**config.mk**
```make
export PLATFORM = sky130hd
export DESIGN_NAME = alu_arbiter_flat
export DESIGN_NICKNAME = d
export VERILOG_FILES = /design/src/rtl/alu_pkg.sv /design/src/rtl/alu_arbiter_if.sv /design/src/rtl/alu_arbiter_alu.sv /design/src/rtl/alu_arbiter.sv /design/src/flat_wrapper.sv
export SDC_FILE = /design/constraint.sdc
export NUM_CORES = 1
export LEC_CHECK = 0
export ABC_AREA = 1
export BUFFER_PORTS_ARGS = -buffer_cell sky130_fd_sc_hd__buf_4
export CAP_MARGIN = 20
export CORE_MARGIN = 2
export CORE_UTILIZATION = 55
export CTS_CLUSTER_SIZE = 8
export DETAILED_ROUTE_END_ITERATION = 10
export HOLD_SLACK_MARGIN = 0.12
export PLACE_DENSITY = 0.82
export SETUP_SLACK_MARGIN = 0.4
export SLEW_MARGIN = 20
export SYNTH_ARGS = -nofsm -noshare
export SYNTH_HDL_FRONTEND = slang
export SYNTH_SLANG_ARGS = --single-unit
```
**constraint.sdc**
```tcl
create_clock -name clk -period 3.53 [get_ports clk]
set_clock_uncertainty 0.05 [all_clocks]
set_input_delay 1.059 -clock clk [delete_from_list [all_inputs] [get_ports clk]]
set_output_delay 1.059 -clock clk [all_outputs]
set_load 0.1 [all_outputs]
```
**src/rtl/alu_pkg.sv**
```systemverilog
// Shared ALU definitions: datapath width and the 4-bit operation select codes.
package alu_pkg;

   localparam int XLEN = 32;

   localparam logic [3:0] ALU_ADD  = 4'd0;
   localparam logic [3:0] ALU_SUB  = 4'd1;
   localparam logic [3:0] ALU_SLL  = 4'd2;
   localparam logic [3:0] ALU_SLT  = 4'd3;
   localparam logic [3:0] ALU_SLTU = 4'd4;
   localparam logic [3:0] ALU_XOR  = 4'd5;
   localparam logic [3:0] ALU_SRA  = 4'd6;
   localparam logic [3:0] ALU_SRL  = 4'd7;
   localparam logic [3:0] ALU_OR   = 4'd8;
   localparam logic [3:0] ALU_AND  = 4'd9;

endpackage

```
**src/rtl/alu_arbiter_if.sv**
```systemverilog
// Request/response bundle between NREQ ALU requesters and the shared-ALU arbiter.
// Requester i's fields sit at slice i of the packed request vectors.
interface alu_arbiter_if #(
   parameter int NREQ = 2,
   parameter int IDW  = (NREQ > 1) ? $clog2(NREQ) : 1
);
   import alu_pkg::*;

   logic [NREQ-1:0]      req_valid;
   logic [NREQ-1:0]      req_ready;
   logic [NREQ*XLEN-1:0] req_a;
   logic [NREQ*XLEN-1:0] req_b;
   logic [NREQ*4-1:0]    req_sel;
   logic                 resp_valid;
   logic                 resp_ready;
   logic [XLEN-1:0]      resp_data;
   logic [IDW-1:0]       resp_id;

   // Requesters plus result consumer
   modport master (
      output req_valid, req_a, req_b, req_sel, resp_ready,
      input  req_ready, resp_valid, resp_data, resp_id
   );

   // Arbiter side
   modport slave (
      input  req_valid, req_a, req_b, req_sel, resp_ready,
      output req_ready, resp_valid, resp_data, resp_id
   );
endinterface

```
**src/rtl/alu_arbiter_alu.sv**
```systemverilog
// Single-cycle combinational 32-bit integer ALU. Unused select codes execute as ADD.
module alu_arbiter_alu
   import alu_pkg::*;
(
   input  logic [XLEN-1:0] a,
   input  logic [XLEN-1:0] b,
   input  logic [3:0]      sel,
   output logic [XLEN-1:0] y
);

   logic signed [XLEN-1:0] sa;
   logic signed [XLEN-1:0] sb;
   logic [4:0]             shamt;

   assign sa    = a;
   assign sb    = b;
   assign shamt = b[4:0];

   // Operation decode; select codes 10..15 fall through to ADD
   always_comb begin
      y = a + b;
      case (sel)
         ALU_SUB:  y = a - b;
         ALU_SLL:  y = a << shamt;
         ALU_SLT:  y = {{(XLEN-1){1'b0}}, (sa < sb)};
         ALU_SLTU: y = {{(XLEN-1){1'b0}}, (a < b)};
         ALU_XOR:  y = a ^ b;
         ALU_SRA:  y = $unsigned(sa >>> shamt);
         ALU_SRL:  y = a >> shamt;
         ALU_OR:   y = a | b;
         ALU_AND:  y = a & b;
         default:  y = a + b;
      endcase
   end

endmodule

```
**src/rtl/alu_arbiter.sv**
```systemverilog
// Round-robin arbiter sharing one combinational ALU among NREQ requesters.
// One operation is granted per cycle into a one-entry result register that
// is returned with the index of the requester that issued it.
module alu_arbiter
   import alu_pkg::*;
#(
   parameter int NREQ = 2,
   parameter int IDW  = (NREQ > 1) ? $clog2(NREQ) : 1
) (
   input  logic clk,
   input  logic rst_n,
   alu_arbiter_if.slave bus
);

   logic            can_issue;
   logic [NREQ-1:0] gnt;
   logic [IDW-1:0]  gidx;
   logic            gnt_any;
   logic [IDW-1:0]  idx;
   int              j;
   logic [IDW-1:0]  rr_ptr;

   logic [XLEN-1:0] mux_a;
   logic [XLEN-1:0] mux_b;
   logic [3:0]      mux_sel;
   logic [XLEN-1:0] alu_y;

   logic            vld_p1;
   logic [XLEN-1:0] data_p1;
   logic [IDW-1:0]  id_p1;

   // Issue is possible when the result slot is empty or drains this cycle;
   // gating with rst_n keeps req_ready low throughout reset.
   assign can_issue = rst_n && (!vld_p1 || bus.resp_ready);

   // Circular first-valid search starting at rr_ptr, yielding a one-hot grant
   always_comb begin
      gnt     = '0;
      gidx    = '0;
      gnt_any = 1'b0;
      idx     = '0;
      j       = 0;
      for (int k = 0; k < NREQ; k++) begin
         j = int'(rr_ptr) + k;
         if (j >= NREQ) j = j - NREQ;
         idx = IDW'(j);
         if (!gnt_any && can_issue && bus.req_valid[idx]) begin
            gnt[idx] = 1'b1;
            gidx     = idx;
            gnt_any  = 1'b1;
         end
      end
   end

   // AND-OR operand/select mux steered by the one-hot grant
   always_comb begin
      mux_a   = '0;
      mux_b   = '0;
      mux_sel = '0;
      for (int k = 0; k < NREQ; k++) begin
         if (gnt[k]) begin
            mux_a   = mux_a   | bus.req_a[k*XLEN +: XLEN];
            mux_b   = mux_b   | bus.req_b[k*XLEN +: XLEN];
            mux_sel = mux_sel | bus.req_sel[k*4 +: 4];
         end
      end
   end

   alu_arbiter_alu u_alu (
      .a   (mux_a),
      .b   (mux_b),
      .sel (mux_sel),
      .y   (alu_y)
   );

   // Result register and round-robin pointer; a grant overwrites the slot
   // even when the old result drains on the same edge
   always_ff @(posedge clk or negedge rst_n) begin
      if (!rst_n) begin
         vld_p1  <= 1'b0;
         data_p1 <= '0;
         id_p1   <= '0;
         rr_ptr  <= '0;
      end else if (gnt_any) begin
         vld_p1  <= 1'b1;
         data_p1 <= alu_y;
         id_p1   <= gidx;
         rr_ptr  <= (gidx == IDW'(NREQ-1)) ? '0 : gidx + 1'b1;
      end else if (bus.resp_ready) begin
         vld_p1  <= 1'b0;
      end
   end

   assign bus.req_ready  = gnt;
   assign bus.resp_valid = vld_p1;
   assign bus.resp_data  = data_p1;
   assign bus.resp_id    = id_p1;

endmodule

```
**src/flat_wrapper.sv**
```systemverilog
// flat-port wrapper written by rule: the top's interface ports become plain ports
module alu_arbiter_flat import alu_pkg::*;
#(
   parameter int NREQ = 2,
   parameter int IDW  = (NREQ > 1) ? $clog2(NREQ) : 1
)
  (clk, rst_n, bus_req_valid, bus_req_a, bus_req_b, bus_req_sel, bus_resp_ready, bus_req_ready, bus_resp_valid, bus_resp_data, bus_resp_id);
  alu_arbiter_if #(.NREQ(NREQ), .IDW(IDW)) bus_i ();
  input  logic clk;
  input  logic rst_n;
  input wire logic [$bits(bus_i.req_valid)-1:0] bus_req_valid;
  input wire logic [$bits(bus_i.req_a)-1:0] bus_req_a;
  input wire logic [$bits(bus_i.req_b)-1:0] bus_req_b;
  input wire logic [$bits(bus_i.req_sel)-1:0] bus_req_sel;
  input wire logic [$bits(bus_i.resp_ready)-1:0] bus_resp_ready;
  output wire logic [$bits(bus_i.req_ready)-1:0] bus_req_ready;
  output wire logic [$bits(bus_i.resp_valid)-1:0] bus_resp_valid;
  output wire logic [$bits(bus_i.resp_data)-1:0] bus_resp_data;
  output wire logic [$bits(bus_i.resp_id)-1:0] bus_resp_id;
  assign bus_i.req_valid = bus_req_valid;
  assign bus_i.req_a = bus_req_a;
  assign bus_i.req_b = bus_req_b;
  assign bus_i.req_sel = bus_req_sel;
  assign bus_i.resp_ready = bus_resp_ready;
  assign bus_req_ready = bus_i.req_ready;
  assign bus_resp_valid = bus_i.resp_valid;
  assign bus_resp_data = bus_i.resp_data;
  assign bus_resp_id = bus_i.resp_id;
  alu_arbiter #(.NREQ(NREQ), .IDW(IDW)) u_core (.clk(clk), .rst_n(rst_n), .bus(bus_i));
endmodule
```
==> results of run 1 <==
==> cell families after synthesis <==
kind of cell             synth area share [%]
buffers and inverters                   14.87
AND/OR/NAND/NOR                         48.56
AO/OA/AOI/OAI                           17.89
flip-flops                              7.329
XOR/XNOR                                1.026
adder cells (fa/ha/maj)                 10.32
==> layer usage <==
layer  overflow  track usage [%]
met1         32            83.59
met5          0            60.00
met4        177            91.92
met2        378            103.4
met3         27            76.99
==> per-stage QoR <==
stage               utilization [%]  cells  hold slack [ns]  TNS (ns)  worst slack [ns]
floorplan                         -   2301           0.5373    -19.56           -0.8219
global placement              81.29   3138           0.4102    -20.69           -0.8887
detailed placement            81.29   3138           0.4165    -24.67            -1.099
CTS                           89.35   3174           0.4332    -6.743           -0.3671
==> repair_timing <==
item                                    in CTS
setup buffers                               24
pin swaps                                   68
endpoints found under the setup margin      34
gates cloned                                 4
resized for setup                          299
==> metrics list, run 1 <==
- The number of hold buffers added after CTS was 0.
* Error that halted the flow: [ERROR GRT-0116] Global routing finished with congestion. Check the congestion regions in the DRC Viewer.
* Initial core utilization: 56.49%
- In this run the vertical extent of the chip is 151.4 µm.
- Share of Yosys cell area claimed by the top area cell type: between 10% and 20%
* Proportion of synthesized chip area in sequential cells: 7.329%
- Number of distinct standard cells referenced by the synthesized netlist: 48
- Biggest area consumer among synthesized cells: sky130_fd_sc_hd__nand2_1
- Counting flops with an async set or reset pin after synthesis yields a share of 100.0%.
- After floorplanning, the core was divided into between 50 and 60 placement rows.
- For this run, the total global-route usage over all layers was measured as 88.20%.
- Routability cong.: 1.327
- Synth Flop Type: sky130_fd_sc_hd__dfrtp_1
- Largest net degree at the start of global routing: 62
* Sink count of the clock tree: 35
* Syn avg cell area: 5.193 µm²
* HPWL after detailed placement: 54.20 mm
- Count leader, synth: sky130_fd_sc_hd__nand2_1
* Count of mapped cells out of synthesis: 2301
* Post-synthesis instance area: 0.01195 mm²
- Die span in x: 151.4 µm
- The H-tree generated during clock tree synthesis spans 2 levels.
* Root buffer cell: sky130_fd_sc_hd__clkbuf_16
- It got as far as global routing and failed there.
* TritonCTS Buffers: 5
- Buffers added on ports: 176
- Synth top cells by count: sky130_fd_sc_hd__nand2_1, sky130_fd_sc_hd__nand3_1, sky130_fd_sc_hd__inv_1
* Overall overflow remaining after global route: 614
- Total number of yosys warnings: 0
- The flow did not finish.
- Wire length of the first global-routing pass: 155.9 mm
* Number of flops mapped to enable cells by yosys: 0
- The number of global-route vias before repair came to 25110.
* Top cells by area, synth: sky130_fd_sc_hd__nand2_1, sky130_fd_sc_hd__nand3_1, sky130_fd_sc_hd__ha_1
* Cell area after placement: 0.01720 mm²
- Number of top-level pins: 177
- The clock passes through at most 2 buffers.
- In this run, synthesis produced a sequential element count of 35.
* Syn Nets: ~2500
==> inputs of run 2 (changes only) <==
--- a/config.mk
+++ b/config.mk
@@ -9,12 +9,9 @@
 export BUFFER_PORTS_ARGS = -buffer_cell sky130_fd_sc_hd__buf_4
 export CAP_MARGIN = 20
 export CORE_MARGIN = 2
-export CORE_UTILIZATION = 55
-export CTS_CLUSTER_SIZE = 8
+export CORE_UTILIZATION = 40
 export DETAILED_ROUTE_END_ITERATION = 10
-export HOLD_SLACK_MARGIN = 0.12
-export PLACE_DENSITY = 0.82
-export SETUP_SLACK_MARGIN = 0.4
+export PLACE_DENSITY_LB_ADDON = 0.15
 export SLEW_MARGIN = 20
 export SYNTH_ARGS = -nofsm -noshare
 export SYNTH_HDL_FRONTEND = slang
==> constraint.sdc (replaced) <==
create_clock -name clk -period 4.6 [get_ports clk]
set_clock_uncertainty 0.05 [all_clocks]
set_input_delay 1.38 -clock clk [delete_from_list [all_inputs] [get_ports clk]]
set_output_delay 1.38 -clock clk [all_outputs]
set_load 0.1 [all_outputs]
==> metrics list, run 2 <==
* Outcome: finished clean
- By area the synthesized netlist is led by sky130_fd_sc_hd__nand2_1, sky130_fd_sc_hd__nand3_1, sky130_fd_sc_hd__ha_1.
- Prior to clock tree synthesis, the placed netlist has a worst setup slack of -0.5744 ns.
- Summing the sequential cell areas from Yosys gives 7.329% of the chip area.
- In this run, post-CTS repair resized a total of 11 instances.
- Post-route antenna net violation count: 0
- Syn avg cell area: 5.193 µm²
- The worst hold path belongs to the class flop to flop.
- For this design the ratio of total power to cell area is a little under 300 mW/mm².
- Unrepaired setup endpoints after global routing: yes
* Proportion of synthesized flip-flops having asynchronous set or reset: 100.0%
- The register with the most flip-flops in the layout has 32 of them.
- Sorting the synthesized cells by how often they occur yields sky130_fd_sc_hd__nand2_1, sky130_fd_sc_hd__nand3_1, sky130_fd_sc_hd__inv_1.
- Top achievable clock speed: around 220 MHz
* Flip-flop and latch count after synthesis: 35
* Overall overflow remaining after global route: 0
* Number of global-route vias before repair: 16080
- Share of Yosys cell area claimed by the top area cell type: a little under 20%
- Wire length of the first global-routing pass: 101.9 mm
- Number of top-level pins: 177
- Area growth, synth to finish: 36.89%
* Buffers added on ports: 176
- The final layout contains routed wiring with a total length of 71.48 mm.
* Setup violation total in the final timing report: 0
- Routability cong.: 1.113
- Count leader, synth: sky130_fd_sc_hd__nand2_1
* Cell area after placement: 0.01600 mm²
- Entering global routing, the biggest net connects 71 pins.
- Kind of cell adding the most delay to the critical path: simple AND/OR/NAND/NOR gates
- During synthesis, Yosys emitted a total of 0 warnings.
* All-Layer GR Usage: 44.27%
- Worst supply voltage drop on vdd: 0.1798 mV
- Commonest non-fill, non-tap cell in the layout: sky130_fd_sc_hd__nand2_1
- Setup Buffers After CTS: 0
- The net count of the finished layout is roughly 2900.
* Syn Nets: 2540
- Before antenna repair, the detailed router went through 8 iterations.
- Total power for the finished layout comes to around 0.0048 W.
* Layout filler cell count: 3113
* Detailed-route vias per instance: 5.828
- Crit share post-route: 98.92%
- Data arrival at the endpoint of the critical path: about 4.7 ns
- Worst Tran Pin Value: 0.9211 ns
* Count of endpoints failing hold in the final timing report: 0
- Kind of end point of the critical path: flop
* XOR/XNOR share of the synthesized area: 1.026%
* First DRT Iteration DRCs: 2494
* Mux contribution to synthesized area: 0%
- Instance count after placement with tap cells included: approximately 3100
- Post-synthesis share of cell area spent on full adders, half adders and majority gates: 10.32%
- Commonest cells after routing, fill and taps aside: sky130_fd_sc_hd__nand2_1, sky130_fd_sc_hd__buf_4, sky130_fd_sc_hd__nand3_1, sky130_fd_sc_hd__inv_1, sky130_fd_sc_hd__nor2_1
- Slowest cell delay on critical path: 0.36 ns
- Largest fanout on the critical path: 6
- The number of slew-limit violations in the final report came to 0.
- Number of buffers on the longest clock path: 2
* Root buffer cell: sky130_fd_sc_hd__clkbuf_16
- The initial antenna violation count was 2.
- Measured along the x axis, the die boundary spans 176.8 µm.
- Together, buffers and inverters on the worst path number 7.
- In the final routed layout, each cell accounts on average for 23.14 µm.
- For this design, the slowest cell found on the critical path is sky130_fd_sc_hd__ha_1.
- Among all flip-flop cells after synthesis, the most frequent one is sky130_fd_sc_hd__dfrtp_1.
- The wire-length estimate of the detail-placed layout is 60.19 mm.
* Relative slew margins: 38.52%
- Walking the worst path, the cells encountered are buf_4 > clkinvlp_4 > nor2_8 > nand2_8 > inv_16 > nor2_4 > inv_2 > buf_4 > o22ai_1 > buf_4 > ha_1 > buf_4 > nor2_1 > nand2_1 > nor2_1 > nand3_1 > nand2_1 > nand2_1 > nand2_1 > nand2_1 > nand3_1 > nand3_1 > nor2_1 > a21oi_1.
- Summing the areas of all compound-gate instances in the mapped netlist gives 17.89% of the synthesized area.
- For the worst-skew pair, the clock arrives at the later sink with an insertion delay of 0.31 ns.
* Data required time of the worst path: 4.75 ns
- Leakage power of the design: a little under 9 nW
- # DRC: 0
- Non-filler instance count after layout: between 3000 and 4000
* Slack of the critical path: 0.04971 ns
- Biggest area consumer among synthesized cells: sky130_fd_sc_hd__nand2_1
- The clock drives 35 sinks.
- TritonCTS Buffers: 5
* Clock tree from TritonCTS: done
* Minimum period implied by the final worst setup slack: around 4.6 ns
- Worst hold slack after final layout: 0.4350 ns
* Most common cell type on the critical path: sky130_fd_sc_hd__nand2_1
- Number of cell rows: 63
- Kind of start point of the critical path: input port
- Counting distinct cell types in the post-synthesis netlist gives 48.
- Final std cell area, no fill: 0.01636 mm²
- Count of mapped cells out of synthesis: 2301
* H-Tree Depth: 2
- Height of the die: 176.8 µm
- Number of flops mapped to enable cells by yosys: 0
* Max Cap Violations: 0
* Clock transition at the register clock pins on the worst setup and hold paths after CTS: 0.08 ns
* Floorplan die area: between 0.03 and 0.04 mm²
- Area of the core: roughly 0.030 mm²
- Synthesized-area fraction occupied by and/or/nand/nor cells: 48.56%
- Cells with a size suffix above 1 make up a little under a quarter of the layout.
* Initial core utilization: 40.43%
- Start-to-end type of the worst setup path: input port to flop
- Summing over every cut layer, the via total after detailed routing is 18000.
- By area, the combinational part of the netlist is dominated by simple AND/OR/NAND/NOR gates.
* Post-synthesis instance area: 0.01195 mm²
* Hold-fix buffer count after cts: 0
[run 2: cell counts after synthesis]
Identical to the previous run, type by type.
[run 2: power breakdown]
part           switching, W  leakage [nW]  internal (W)
Sequential        0.0000821         0.429      0.000397
Combinational       0.00262          8.25       0.00122
Clock              0.000187        0.0838      0.000257
Total               0.00289          8.77       0.00188
[run 2: final timing paths]
path	start	cells after the start	to	slack [ns]
hold / removal	u_core.bus.resp_data[1]	2	u_core.bus.resp_data[1]	0.44
setup reg to reg	u_core.bus.resp_valid	24	u_core.bus.resp_data[26]	0.79
min in group asynchronous	rst_n	2	u_core.bus.resp_data[25]	1.14
max in group asynchronous	rst_n	2	u_core.bus.resp_valid	2.98
setup / recovery	rst_n	24	u_core.bus.resp_data[26]	0.05
hold reg to reg	u_core.bus.resp_data[1]	2	u_core.bus.resp_data[1]	0.44
[run 2: kinds of logic after synthesis]
kind of cell,Yosys count
buf+inv,442
xor+xnor,14
compound gates,373
fa+ha+maj,98
simple gates,1339
flops,35
[run 2: stage by stage]
step / setup TNS [ns] / utilization [%]
2_1_floorplan: -0.3981 / -
3_3_place_gp: -7.545 / 54.13
3_5_place_dp: -8.156 / 54.13
4_1_cts: 0 / 54.87
5_1_grt: -0.08176 / 55.33
6_report: 0 / 55.34
[run 2: layout make-up]
type / count / area [µm²] / share of cell area [%]
well taps: 390 / 488.0 / 2.983
inverters: 323 / 1239 / 7.572
diodes: 1 / 2.502 / 0.01530
multi-input cells: 1824 / 9613 / 58.77
clock inverters: 3 / 43.79 / 0.2677
repair buffers: 508 / 3971 / 24.28
flip-flops and latches: 35 / 875.8 / 5.354
clock buffers: 5 / 125.1 / 0.7649
[run 2: routing by layer]
layer	global-route usage (%)	vias up	wire, µm
met5	0	-	13
met4	23.28	2	4508
met3	11.60	212	9280
met2	63.05	1326	28350
met1	60.59	8136	29320
li1	-	8327	-
[run 2: worst reg2reg max path, delay by kind of cell, from the launching register on]
kind	cells	cell delay, ns
simple gates	15	1.94
buf+inv	6	0.84
flops	1	0.38
compound gates	2	0.15
fa+ha+maj	1	0.36
Power figures use the tool's default switching activity.
